## src/rtl/div_scheduler.sv

```systemverilog
// div_scheduler
//
// Shared signed-divider scheduler. Requesters are arbitrated round-robin onto
// one radix-2 restoring divider. The divider works on operand magnitudes and
// fixes the signs afterwards. Each result goes back tagged with the id of the
// requester that issued it. Results match Verilog signed '/' and '%':
// truncation toward zero, and the remainder takes the sign of the dividend.
//
// State table:
//   state  | meaning
//   IDLE   | waiting for a request; grants one requester per visit
//   DIV    | one restoring step per cycle, WIDTH steps in total
//   FIX    | sign correction, results registered
//   RESP   | result presented until rsp_valid && rsp_ready
//
// Ports:
//   clk, rst         clock; asynchronous active-low reset
//   req_valid        per-requester request valid
//   req_ready        per-requester accept (one-hot or zero, only in IDLE)
//   req_dividend     packed dividends, requester i at [i*WIDTH +: WIDTH]
//   req_divisor      packed divisors, same packing
//   rsp_valid        result valid
//   rsp_ready        consumer accept
//   rsp_id           owner of the result
//   rsp_quotient     signed quotient
//   rsp_remainder    signed remainder
//   rsp_div_by_zero  divisor was zero
//   busy             scheduler not in IDLE
module div_scheduler #(
    parameter int WIDTH = 16,
    parameter int NREQ  = 2,
    parameter int IDW   = $clog2(NREQ)
) (
    input  logic                   clk,
    input  logic                   rst,
    input  logic [NREQ-1:0]        req_valid,
    output logic [NREQ-1:0]        req_ready,
    input  logic [NREQ*WIDTH-1:0]  req_dividend,
    input  logic [NREQ*WIDTH-1:0]  req_divisor,
    output logic                   rsp_valid,
    input  logic                   rsp_ready,
    output logic [IDW-1:0]         rsp_id,
    output logic [WIDTH-1:0]       rsp_quotient,
    output logic [WIDTH-1:0]       rsp_remainder,
    output logic                   rsp_div_by_zero,
    output logic                   busy
);

    localparam int CW = (WIDTH > 2) ? $clog2(WIDTH) : 1;

    typedef enum logic [1:0] {
        S_IDLE,
        S_DIV,
        S_FIX,
        S_RESP
    } state_t;

    state_t state, state_nxt;

    logic [IDW-1:0]   ptr;
    logic [IDW-1:0]   grant_id;
    logic [IDW-1:0]   cand;
    logic             grant_any;
    logic [NREQ-1:0]  grant_oh;
    logic             hs;

    logic [WIDTH-1:0] sel_dvd, sel_dvs, mag_dvd, mag_dvs;
    logic             sel_dvs_zero;

    logic [WIDTH-1:0] dvd_q;      // dividend magnitude, becomes the quotient magnitude
    logic [WIDTH-1:0] dvs_q;      // divisor magnitude
    logic [WIDTH-1:0] rem_q;      // partial remainder
    logic             neg_dvd_q, neg_dvs_q;
    logic [CW-1:0]    cnt_q;

    logic [WIDTH:0]   rem_sh;
    logic [WIDTH-1:0] rem_sub;
    logic             step_ge;

    // Round-robin search, starting one past the last granted requester.
    always_comb begin
        grant_any = 1'b0;
        grant_id  = '0;
        cand      = '0;
        grant_oh  = '0;
        for (int k = 1; k <= NREQ; k++) begin
            cand = IDW'((int'(ptr) + k) % NREQ);
            if (!grant_any && req_valid[cand]) begin
                grant_any = 1'b1;
                grant_id  = cand;
            end
        end
        grant_oh[grant_id] = 1'b1;
    end

    assign sel_dvd      = req_dividend[int'(grant_id)*WIDTH +: WIDTH];
    assign sel_dvs      = req_divisor[int'(grant_id)*WIDTH +: WIDTH];
    assign sel_dvs_zero = (sel_dvs == '0);
    // The most negative value negates to itself; read as unsigned it is
    // the correct magnitude 2^(WIDTH-1).
    assign mag_dvd      = sel_dvd[WIDTH-1] ? -sel_dvd : sel_dvd;
    assign mag_dvs      = sel_dvs[WIDTH-1] ? -sel_dvs : sel_dvs;

    // The partial remainder is always smaller than the divisor magnitude,
    // so WIDTH bits hold it. One extra bit is needed only for the shifted
    // value before the compare.
    assign rem_sh  = {rem_q, dvd_q[WIDTH-1]};
    assign step_ge = (rem_sh >= {1'b0, dvs_q});
    assign rem_sub = rem_sh[WIDTH-1:0] - dvs_q;

    always_ff @(posedge clk or negedge rst) begin
        if (!rst) begin
            state <= S_IDLE;
        end else begin
            state <= state_nxt;
        end
    end

    always_comb begin
        state_nxt = state;
        req_ready = '0;
        hs        = 1'b0;
        rsp_valid = 1'b0;
        busy      = 1'b1;
        case (state)
            S_IDLE: begin
                busy = 1'b0;
                // Gating with rst keeps req_ready low while reset is held.
                hs   = grant_any && rst;
                if (hs) begin
                    req_ready = grant_oh;
                    state_nxt = sel_dvs_zero ? S_RESP : S_DIV;
                end
            end
            S_DIV: begin
                if (cnt_q == '0) begin
                    state_nxt = S_FIX;
                end
            end
            S_FIX: begin
                state_nxt = S_RESP;
            end
            S_RESP: begin
                rsp_valid = 1'b1;
                if (rsp_ready) begin
                    state_nxt = S_IDLE;
                end
            end
            default: begin
                state_nxt = S_IDLE;
            end
        endcase
    end

    always_ff @(posedge clk or negedge rst) begin
        if (!rst) begin
            ptr             <= IDW'(NREQ - 1);
            dvd_q           <= '0;
            dvs_q           <= '0;
            rem_q           <= '0;
            neg_dvd_q       <= 1'b0;
            neg_dvs_q       <= 1'b0;
            cnt_q           <= '0;
            rsp_id          <= '0;
            rsp_quotient    <= '0;
            rsp_remainder   <= '0;
            rsp_div_by_zero <= 1'b0;
        end else begin
            case (state)
                S_IDLE: begin
                    if (hs) begin
                        ptr       <= grant_id;
                        rsp_id    <= grant_id;
                        dvd_q     <= mag_dvd;
                        dvs_q     <= mag_dvs;
                        neg_dvd_q <= sel_dvd[WIDTH-1];
                        neg_dvs_q <= sel_dvs[WIDTH-1];
                        rem_q     <= '0;
                        cnt_q     <= CW'(WIDTH - 1);
                        // Divide by zero skips the divider entirely.
                        if (sel_dvs_zero) begin
                            rsp_quotient    <= '1;
                            rsp_remainder   <= sel_dvd;
                            rsp_div_by_zero <= 1'b1;
                        end
                    end
                end
                S_DIV: begin
                    rem_q <= step_ge ? rem_sub : rem_sh[WIDTH-1:0];
                    dvd_q <= {dvd_q[WIDTH-2:0], step_ge};
                    cnt_q <= cnt_q - CW'(1);
                end
                S_FIX: begin
                    rsp_quotient    <= (neg_dvd_q ^ neg_dvs_q) ? -dvd_q : dvd_q;
                    rsp_remainder   <= neg_dvd_q ? -rem_q : rem_q;
                    rsp_div_by_zero <= 1'b0;
                end
                default: begin
                end
            endcase
        end
    end

endmodule
```

## config.mk

```make
export PLATFORM = sky130hd
export DESIGN_NAME = div_scheduler
export DESIGN_NICKNAME = d
export VERILOG_FILES = /design/src/rtl/div_scheduler.sv
export SDC_FILE = /design/constraint.sdc
export NUM_CORES = 1
export LEC_CHECK = 0
export BUFFER_PORTS_ARGS = -buffer_cell sky130_fd_sc_hd__buf_2
export CAP_MARGIN = 40
export CORE_ASPECT_RATIO = 1.5
export CORE_MARGIN = 4
export CORE_UTILIZATION = 46
export DETAILED_ROUTE_END_ITERATION = 8
export PLACE_DENSITY = 0.69
export SLEW_MARGIN = 20
export SYNTH_ARGS = -nofsm -noshare
export SYNTH_HDL_FRONTEND = slang
export SYNTH_SLANG_ARGS = --single-unit
```

## constraint.sdc

```tcl
create_clock -name clk -period 3.2 [get_ports clk]
set_input_delay 0.64 -clock clk [delete_from_list [all_inputs] [get_ports clk]]
set_output_delay 0.64 -clock clk [all_outputs]
set_load 0.01 [all_outputs]
```

==> impl_metrics.toml, run 1 <==
[logic_synthesis]
ys_types = 69
ys.flop_type = "dfrtp_1"
syn_nets = 919
synth_edf_count = 0
synth-async-reset-ratio_pct = 100.0
synth_seq_cells = 91
synth.avg_cell_area_um2 = 8.399
syn_area_um2 = 6920
syn_inst = 824
yosysSeqAreaShare_pct = 32.92
ys_warn_count = 0

[pwr]
combPwrFrac_pct = 59.9
power_density_nw_per_um2 = 1013
intPower_mw = 4.393
switching_share_pct = 46.95
p_clk_share_pct = 14.0
power.total_mw = 8.281
ir_drop_v = 0.0005721
p_leak_nw = 3.564
seqPwrFrac_pct = 26.1
power_switching_mw = 3.888

[setup_path]
cp.required_ps = 3420
path_cells = "ha_1 -> a21oi_1 -> o21a_1 -> o21ai_0 -> a31o_2 -> or2_0 -> o311ai_0"
worstPathMaxFanout = 25
cp.arrival_ps = 2970
path_class = "register to register"
start_kind = "register"
crit_path_top_delay_cell = "dfrtp_1"
critPathMaxStageDelay_ps = 480
end_kind = "register"

[sta]
skew_ps = 13.27
rsz0062_at_grt = "false"
final-hold-violation-count = 0
final-setup-viol-count = 0
timing.slew.headroom_pct = 50.69
min_period_over_period_pct = 86.03
tns_ps = 0
fin_crit_ps = 2753
drv_slew = 0
max_clock_freq_ghz = 0.3633
worst_pin_slew_ps = 738.1

[detailed_routing]
drt-initial-drc-count = 323
dr_wl_met2_um = 11180
top_layer_used = "met4"
vias_per_cell = 5.753
via_count = 6524
wl_met1_um = 7620
drtAntennaViolNets = 0
drc = 0
met3_length_um = 743
routedWlPerCell_um = 18.18
drt-pass1-iter-count = 5
wirelength_um = 20620

[cts]
hold_buffers = 0
cts_resized = 0
cts.sinks = 91
cts_buffers = 9
path_clk_slew_ps = 70
clockBufferDepth = 2
cts_tree = "done"
post_cts_buffers = 0
h-tree-depth = 3
clk_latency_ps = 360
clockRootBuffer = "clkbuf_16"

[layout]
multi_input_area_um2 = 4367
seqCellArea_um2 = 2278
layout.cells.most_common = "buf_2"
diodes = 0
final_cell_mix = "buf_2, nand2_1, dfrtp_1, nor2_1, o21ai_0"
fillerInstances = 1400
layout.nets = 1028
drive_above_1_share_pct = 19.62
area_growth_pct = 18.12

[grt]
grtUsageTotal_pct = 24.18
grt_max_degree = 61
antenna_found_initial = 0
grt_first_pass_wirelength_um = 32350
grt_pass1_vias = 6308
grt_overflow = 0

[place]
io_buffers = 106
dp_hpwl_um = 16440
gp_congestion = 0.9088

[floorplanning]
coreArea_um2 = 14660
fp.dieW_um = 108.1
die_h_um = 158.2
rows = 54
initial_core_util_pct = 47.20
io_pins = 107
dieArea_um2 = 17110

[flow_run]
maxCapViolations = 0

[worst_hold_path]
hold_class = "input port to asynchronous set/reset pin"

[status]
status = "finished clean"
[power by group through the flow]
stage / clock, mW / combinational [mW] / sequential, mW
floorplan: 0 / 3.49 / 2.10
global placement: 0 / 4.86 / 2.17
detailed placement: 0 / 4.93 / 2.19
CTS: 1.16 / 4.95 / 2.16
global route: 1.22 / 5.51 / 2.23
finish: 1.16 / 4.96 / 2.17
[layer usage]
layer | GRT usage, % | up-vias
met5 | 0 | -
met4 | 13.00 | 0
met3 | 2.489 | 60
met2 | 45.05 | 173
met1 | 26.64 | 3083
li1 | - | 3208
[kinds of logic (layout without fill, tap and decap cells)]
logic type	after synthesis	count (layout)	share of synthesized area [%]
fa+ha+maj	26	26	4.809
simple gates	275	275	18.69
buf+inv	75	189	4.267
mux	58	58	8.624
flops	91	91	32.92
compound gates	235	235	22.58
xor+xnor	64	64	8.100
[critical path, delay by kind of cell (launching register included)]
kind	cells	cell delay, ps
AOI/OAI and AO/OA	5	1320
DFF	1	480
and+or+nand+nor	1	430
adders and majority gates	1	400
[cell usage after synthesis, drive strengths merged, types with 4 or more instances]
cell	number	share of area, %
inv	29	1.6
nor4	9	1.2
or4	4	0.54
a21o	6	0.65
nor3	35	2.7
o21ai	67	4.8
and3	5	0.45
o2bb2ai	5	0.63
o21a	11	1.2
o211ai	13	1.4
a21oi	51	3.7
nand4b	4	0.51
a221o	4	0.58
xor2	27	3.4
clkbuf	34	1.8
a211oi	7	0.76
o31a	6	0.76
nand4	6	0.54
o31ai	16	1.9
a31oi	19	1.7
nand2	96	5.2
mux2	13	2.1
mux2i	45	6.5
nand3	9	0.65
or3	13	1.2
buf	10	0.74
dfrtp	90	33
nor2	81	4.4
ha	25	4.5
xnor2	37	4.7
[path summary, 6_finish.rpt]
kind,from,cells past startpoint,slack (ps),endpoint
hold / removal,rst,2,390,rsp_remainder[0]
max in group asynchronous,rst,4,1980,ptr
setup / recovery,rem_q[9],7,450,rem_q[1]
hold reg to reg,dvs_q[11],2,480,dvs_q[11]
min in group clk,dvs_q[11],2,480,dvs_q[11]
setup reg to reg,rem_q[9],7,450,rem_q[1]
[area by class of cell]
| cell class | instances | area share (%) |
|---|---|---|
| clock buffer | 12 | 3.260 |
| inverter | 31 | 1.424 |
| sequential | 91 | 27.87 |
| multi-input combinational | 658 | 53.42 |
| timing repair buffer | 142 | 10.35 |
| clock inverter | 4 | 0.6735 |
| tap | 196 | 3.000 |
[sequential cells by signal, indices dropped and copies added, names as in the netlist]
name             cells
dvd_q               16
dvs_q               16
rem_q               16
rsp_quotient        16
rsp_remainder       16
cnt_q                4
state                2
neg_dvd_q            1
neg_dvs_q            1
ptr                  1
rsp_div_by_zero      1
rsp_id               1
[through the flow]
stage | instances | setup slack, ps | cell area (µm²) | hold slack [ps] | utilization, %
4_1_cts | 1132 | 448.1 | 8142 | 404.8 | 55.53
2_1_floorplan | 824 | 9.173 | 6928 | 344.4 | -
3_3_place_gp | 1115 | 267.4 | 7812 | 463.7 | 53.29
6_report | 1134 | 447.1 | 8174 | 388.1 | 55.75
3_5_place_dp | 1116 | 200.9 | 7820 | 471.4 | 53.34
5_1_grt | 1134 | 249.4 | 8174 | 424.2 | 55.75
Note: power is estimated with default switching activity, not from simulation.
==> run 2, diff against run 1 <==
ABC_AREA = 1   (was not set)
==> impl_metrics.toml, run 2 <==
[sta]
final-hold-violation-count = 0
skew_ps = 7.888
whs_ps = 352.0
final-setup-viol-count = 0
rsz0062_at_grt = "false"
worst_pin_slew_ps = 806.5
min_period_over_period_pct = 82.27
fin_crit_ps = 2633
max_clock_freq_ghz = 0.3798
drv_slew = 0
tns_ps = 0
timing.slew.headroom_pct = 46.10

[layout]
final_cell_mix = "nand2_1, nand3_1, inv_1, buf_2, dfrtp_1"
diodes = 0
layout.nets = 1301
drive_above_1_share_pct = 13.63
utilization_pct = 53.56
fillerInstances = 1570
layout.cells.most_common = "nand2_1"
layout.cells.non_filler = 1410
area_growth_pct = 14.20

[place]
dp_cells = 1394
dp_hpwl_um = 16350
gp_congestion = 0.8976
io_buffers = 106

[detailed_routing]
drc = 0
drt-initial-drc-count = 436
wirelength_um = 20760
routedWlPerCell_um = 14.72
drt-pass1-iter-count = 5
drtAntennaViolNets = 0
vias_per_cell = 5.242
via_count = 7391

[logic_synthesis]
synth_area_leader_cell = "dfrtp_1"
synth-async-reset-ratio_pct = 100.0
ys.flop_type = "dfrtp_1"
syn_inst = 1113
syn_area_um2 = 7068
synth_seq_cells = 91
yosysTopAreaCellShare_pct = 31.86
yosysSeqAreaShare_pct = 32.24
ys_types = 41
ys_warn_count = 0
syn_nets = 1208
synth_edf_count = 0
synth_most_common_cell = "nand2_1"
yosys-top-cells-area = "dfrtp_1, nand2_1, nand3_1, inv_1, ha_1"
synth.avg_cell_area_um2 = 6.350
synth.top_cells.by_count = "nand2_1, nand3_1, inv_1"

[floorplanning]
initial_core_util_pct = 46.90
die_h_um = 159.8
rows = 55
coreArea_um2 = 15070
dieArea_um2 = 17450
fp.dieW_um = 109.2
io_pins = 107

[pwr]
ir_drop_v = 0.0004421
power.total_mw = 8.741
power_density_nw_per_um2 = 1083
p_leak_nw = 4.434

[setup_path]
cp.required_ps = 3470
cp.arrival_ps = 2910
cpLargestDelayFamily = "simple AND/OR/NAND/NOR gates"
crit_path_top_delay_cell = "dfstp_2"
path_class = "register to register"
start_kind = "register"
startpoint = "ptr"
critPathMaxStageDelay_ps = 530
r2r_start = "ptr"
end_kind = "register"
path_cells = "nand2_1 -> nand2_2 -> inv_2 -> or2_2 -> o21ai_1 -> nand3_1 -> nor2_1 -> nand3b_4 -> nand2_4 -> nand2_1 -> nand2_1"
worstPathMaxFanout = 33
critPathBufInv = 1
cp_common_cell = "nand2_1"

[cts]
cts_buffers = 9
h-tree-depth = 3
post_cts_buffers = 0
cts.sinks = 91
hold_buffers = 0
path_clk_slew_ps = 70
clockBufferDepth = 2
clockRootBuffer = "clkbuf_16"
cts_resized = 0
cts_tree = "done"
clk_latency_ps = 340

[grt]
grt_overflow = 0
grtUsageTotal_pct = 24.75
grt_first_pass_wirelength_um = 34530
grt_pass1_vias = 7154
grt_max_degree = 59
antenna_found_initial = 0

[status]
status = "finished clean"

[flow_run]
maxCapViolations = 0

[worst_hold_path]
hold_class = "input port to asynchronous set/reset pin"
## run 2: cell types whose count changed after synthesis, moves of 12 or more
cell | before | now
nand3_1 | 9 | 165
mux2i_1 | 45 | 0
a31oi_1 | 19 | 0
o21ai_0 | 66 | 54
nand2_1 | 96 | 407
xor2_1 | 27 | 7
xnor2_1 | 37 | 15
o21ai_1 | 1 | 21
nor2_1 | 81 | 65
or3_1 | 13 | 1
inv_1 | 29 | 112
o31ai_1 | 15 | 1
nor3_1 | 34 | 5
## run 2: cell type report
| class | instances | area [µm²] | area share (%) |
|---|---|---|---|
| inverters | 120 | 450.4 | 5.581 |
| clock buffers | 11 | 242.7 | 3.007 |
| clock inverters | 5 | 38.79 | 0.4805 |
| multi-input cells | 859 | 4124 | 51.09 |
| flip-flops and latches | 91 | 2278 | 28.23 |
| repair buffers | 125 | 688.2 | 8.526 |
| well taps | 199 | 249.0 | 3.085 |
## run 2: worst register-to-register path: stages (launching register included)
cell	delay [ps]
dfstp_2	530
nand2_1	70
nand2_2	310
inv_2	140
or2_2	290
o21ai_1	170
nand3_1	140
nor2_1	190
nand3b_4	190
nand2_4	340
nand2_1	110
nand2_1	80
## run 2: cells by family (layout without fill, tap and decap cells)
group	count (synthesis)	after routing	synth area share [%]
and+or+nand+nor	671	671	40.13
buffers and inverters	163	261	9.417
AOI/OAI and AO/OA	140	140	10.78
DFF	91	91	32.24
adders and majority gates	26	26	4.709
xor gates and xnor gates	22	22	2.726
## run 2: per-layer routing
metal	global-route usage (%)	vias to the layer above	part of all wire, %
li1	-	3765	-
met1	27.33	3416	38
met2	45.67	163	54
met3	2.548	47	3.1
met4	12.48	0	4.6
met5	0	-	0
## run 2: where the power goes
part	leakage, nW	switching, mW	internal, mW
Combinational	3.20	3.60	1.97
Clock	0.124	0.467	0.550
Sequential	1.11	0.432	1.72
## run 2: worst paths after layout
check                                   end  slack [ps]  depth (start not counted)
min in group clk                        ptr         470                          2
min reg2reg                             ptr         470                          2
max in group asynchronous          dvs_q[6]        1740                          3
min                        rsp_quotient[10]         350                          2
max reg2reg                 rsp_quotient[5]         570                         11
max                         rsp_quotient[5]         570                         11
## run 2: through the flow
step                      setup slack (ps)  cell area [µm²]
after floorplan                      657.1             7068
after global placement               404.2             7790
after detailed placement             341.4             7790
after CTS                            552.2             8071
after global routing                 306.0             8071
final                                567.2             8071
==> run 3, diff against run 2 <==
clock period = 2.2 ns   (was 3.2 ns; I/O delays follow)
==> impl_metrics.toml, run 3 (synthesis results as in run 2) <==
[setup_path]
cp.arrival_ps = 2490
cp_common_cell = "nand2_1"
start_kind = "register"
critPathBufInv = 2
cpLargestDelayFamily = "simple AND/OR/NAND/NOR gates"
end_kind = "register"
startpoint = "ptr"
r2r_start = "ptr"
path_cells = "nand2_2 -> nand2_4 -> inv_2 -> or2_2 -> o21ai_2 -> nand3_1 -> nor2_2 -> nand3b_4 -> nand2_8 -> clkbuf_16 -> nand2_1 -> nand2_1"
cp.required_ps = 2500
path_class = "register to register"
r2r_slack_ps = 8
critPathMaxStageDelay_ps = 540
crit_path_top_delay_cell = "dfstp_2"
worstPathMaxFanout = 8

[grt]
grtUsageTotal_pct = 25.74
grt_pass1_vias = 7650
grt_overflow = 0
grt_first_pass_wirelength_um = 35910
antenna_found_initial = 0
grt_max_degree = 54

[floorplanning]
fp.dieW_um = 109.2
rows = 55
io_pins = 107
die_h_um = 159.8
coreArea_um2 = 15070
initial_core_util_pct = 46.90
dieArea_um2 = 17450

[worst_hold_path]
hold_class = "input port to asynchronous set/reset pin"

[sta]
fin_ws_ps = 7.876
drv_slew = 0
fin_crit_ps = 2192
skew_ps = 10.04
final-hold-violation-count = 0
final-setup-viol-count = 0
worst_pin_slew_ps = 711.4
timing.slew.headroom_pct = 52.58
whs_ps = 175.1
min_period_over_period_pct = 99.64
rsz0062_at_grt = "true"
max_clock_freq_ghz = 0.4562

[cts]
h-tree-depth = 3
clk_latency_ps = 350
clockRootBuffer = "clkbuf_16"
clockBufferDepth = 2
cts_buffers = 9
cts_tree = "done"
cts.sinks = 91
path_clk_slew_ps = 70

[detailed_routing]
via_count = 7845
vias_per_cell = 5.262
drt-pass1-iter-count = 5
drc = 0
wirelength_um = 22580
drtAntennaViolNets = 0
drt-initial-drc-count = 436
routedWlPerCell_um = 15.15

[place]
dp_slack_ps = -37.00
dp_cells = 1456
io_buffers = 106
dp_hpwl_um = 17350
gp_congestion = 0.8947

[pwr]
power.total_mw = 14.42
ir_drop_v = 0.0006657
p_leak_nw = 4.978
power_density_nw_per_um2 = 1558

[layout]
seqCellArea_um2 = 2280
area_growth_pct = 30.91
multi_input_area_um2 = 4502
diodes = 0
fillerInstances = 1427
drive_above_1_share_pct = 24.77
layout.cells.most_common = "nand2_1"
layout.cells.non_filler = 1491
layout.nets = 1382
final_cell_mix = "nand2_1, nand3_1, inv_1, buf_2, dfrtp_1"

[status]
status = "finished clean"

[flow_run]
maxCapViolations = 0
-- run 3: cell count changes in the layout (fill, tap and decap cells not counted), sizes merged --
cell,before,now
inv,119,123
buf,125,201
bufinv,0,2
clkbuf,11,14
clkinvlp,4,0
-- run 3: what timing repair did --
item / 4_1_cts / 5_1_grt
hold buffers: 0 / 0
endpoints found under the setup margin: 4 / 70
buffers inserted: 7 / 7
gates resized for setup: 1 / 83
cloned: 0 / 5
pin swaps: 1 / 23
-- run 3: power breakdown --
part | total (mW) | switching, mW | internal (mW)
Clock | 1.74 | 0.722 | 1.02
Sequential | 3.11 | 0.607 | 2.50
Combinational | 9.57 | 5.79 | 3.78
-- run 3: area by class of cell --
cell class / count / area share, %
multi-input cells: 859 / 48.65
flip-flops and latches: 91 / 24.64
well taps: 199 / 2.691
inverters: 120 / 4.868
repair buffers: 206 / 15.56
clock inverters: 7 / 1.149
clock buffers: 9 / 2.434
-- run 3: per-layer routing --
metal / vias up / share of wire [%] / global-route usage [%]
met2: 180 / 56 / 48.46
li1: 3931 / - / -
met4: 0 / 5.0 / 13.61
met1: 3672 / 36 / 27.31
met3: 62 / 3.3 / 2.548
met5: - / 0 / 0
-- run 3: worst paths after layout --
kind,to,cells after the start
min,dvd_q[11],2
max reg2reg,rsp_quotient[1],12
max,rsp_quotient[1],12
min reg2reg,dvs_q[7],2
min in group clk,dvs_q[7],2
max in group asynchronous,rem_q[5],3
-- run 3: through the flow --
step	cell area, µm²	TNS, ps	utilization (%)
global placement	8328	-4.780	55.26
finish	9253	0	61.39
CTS	8717	0	57.84
detailed placement	8328	-384.4	55.26
floorplan	7126	-2302	-
global route	9253	-3936	61.39
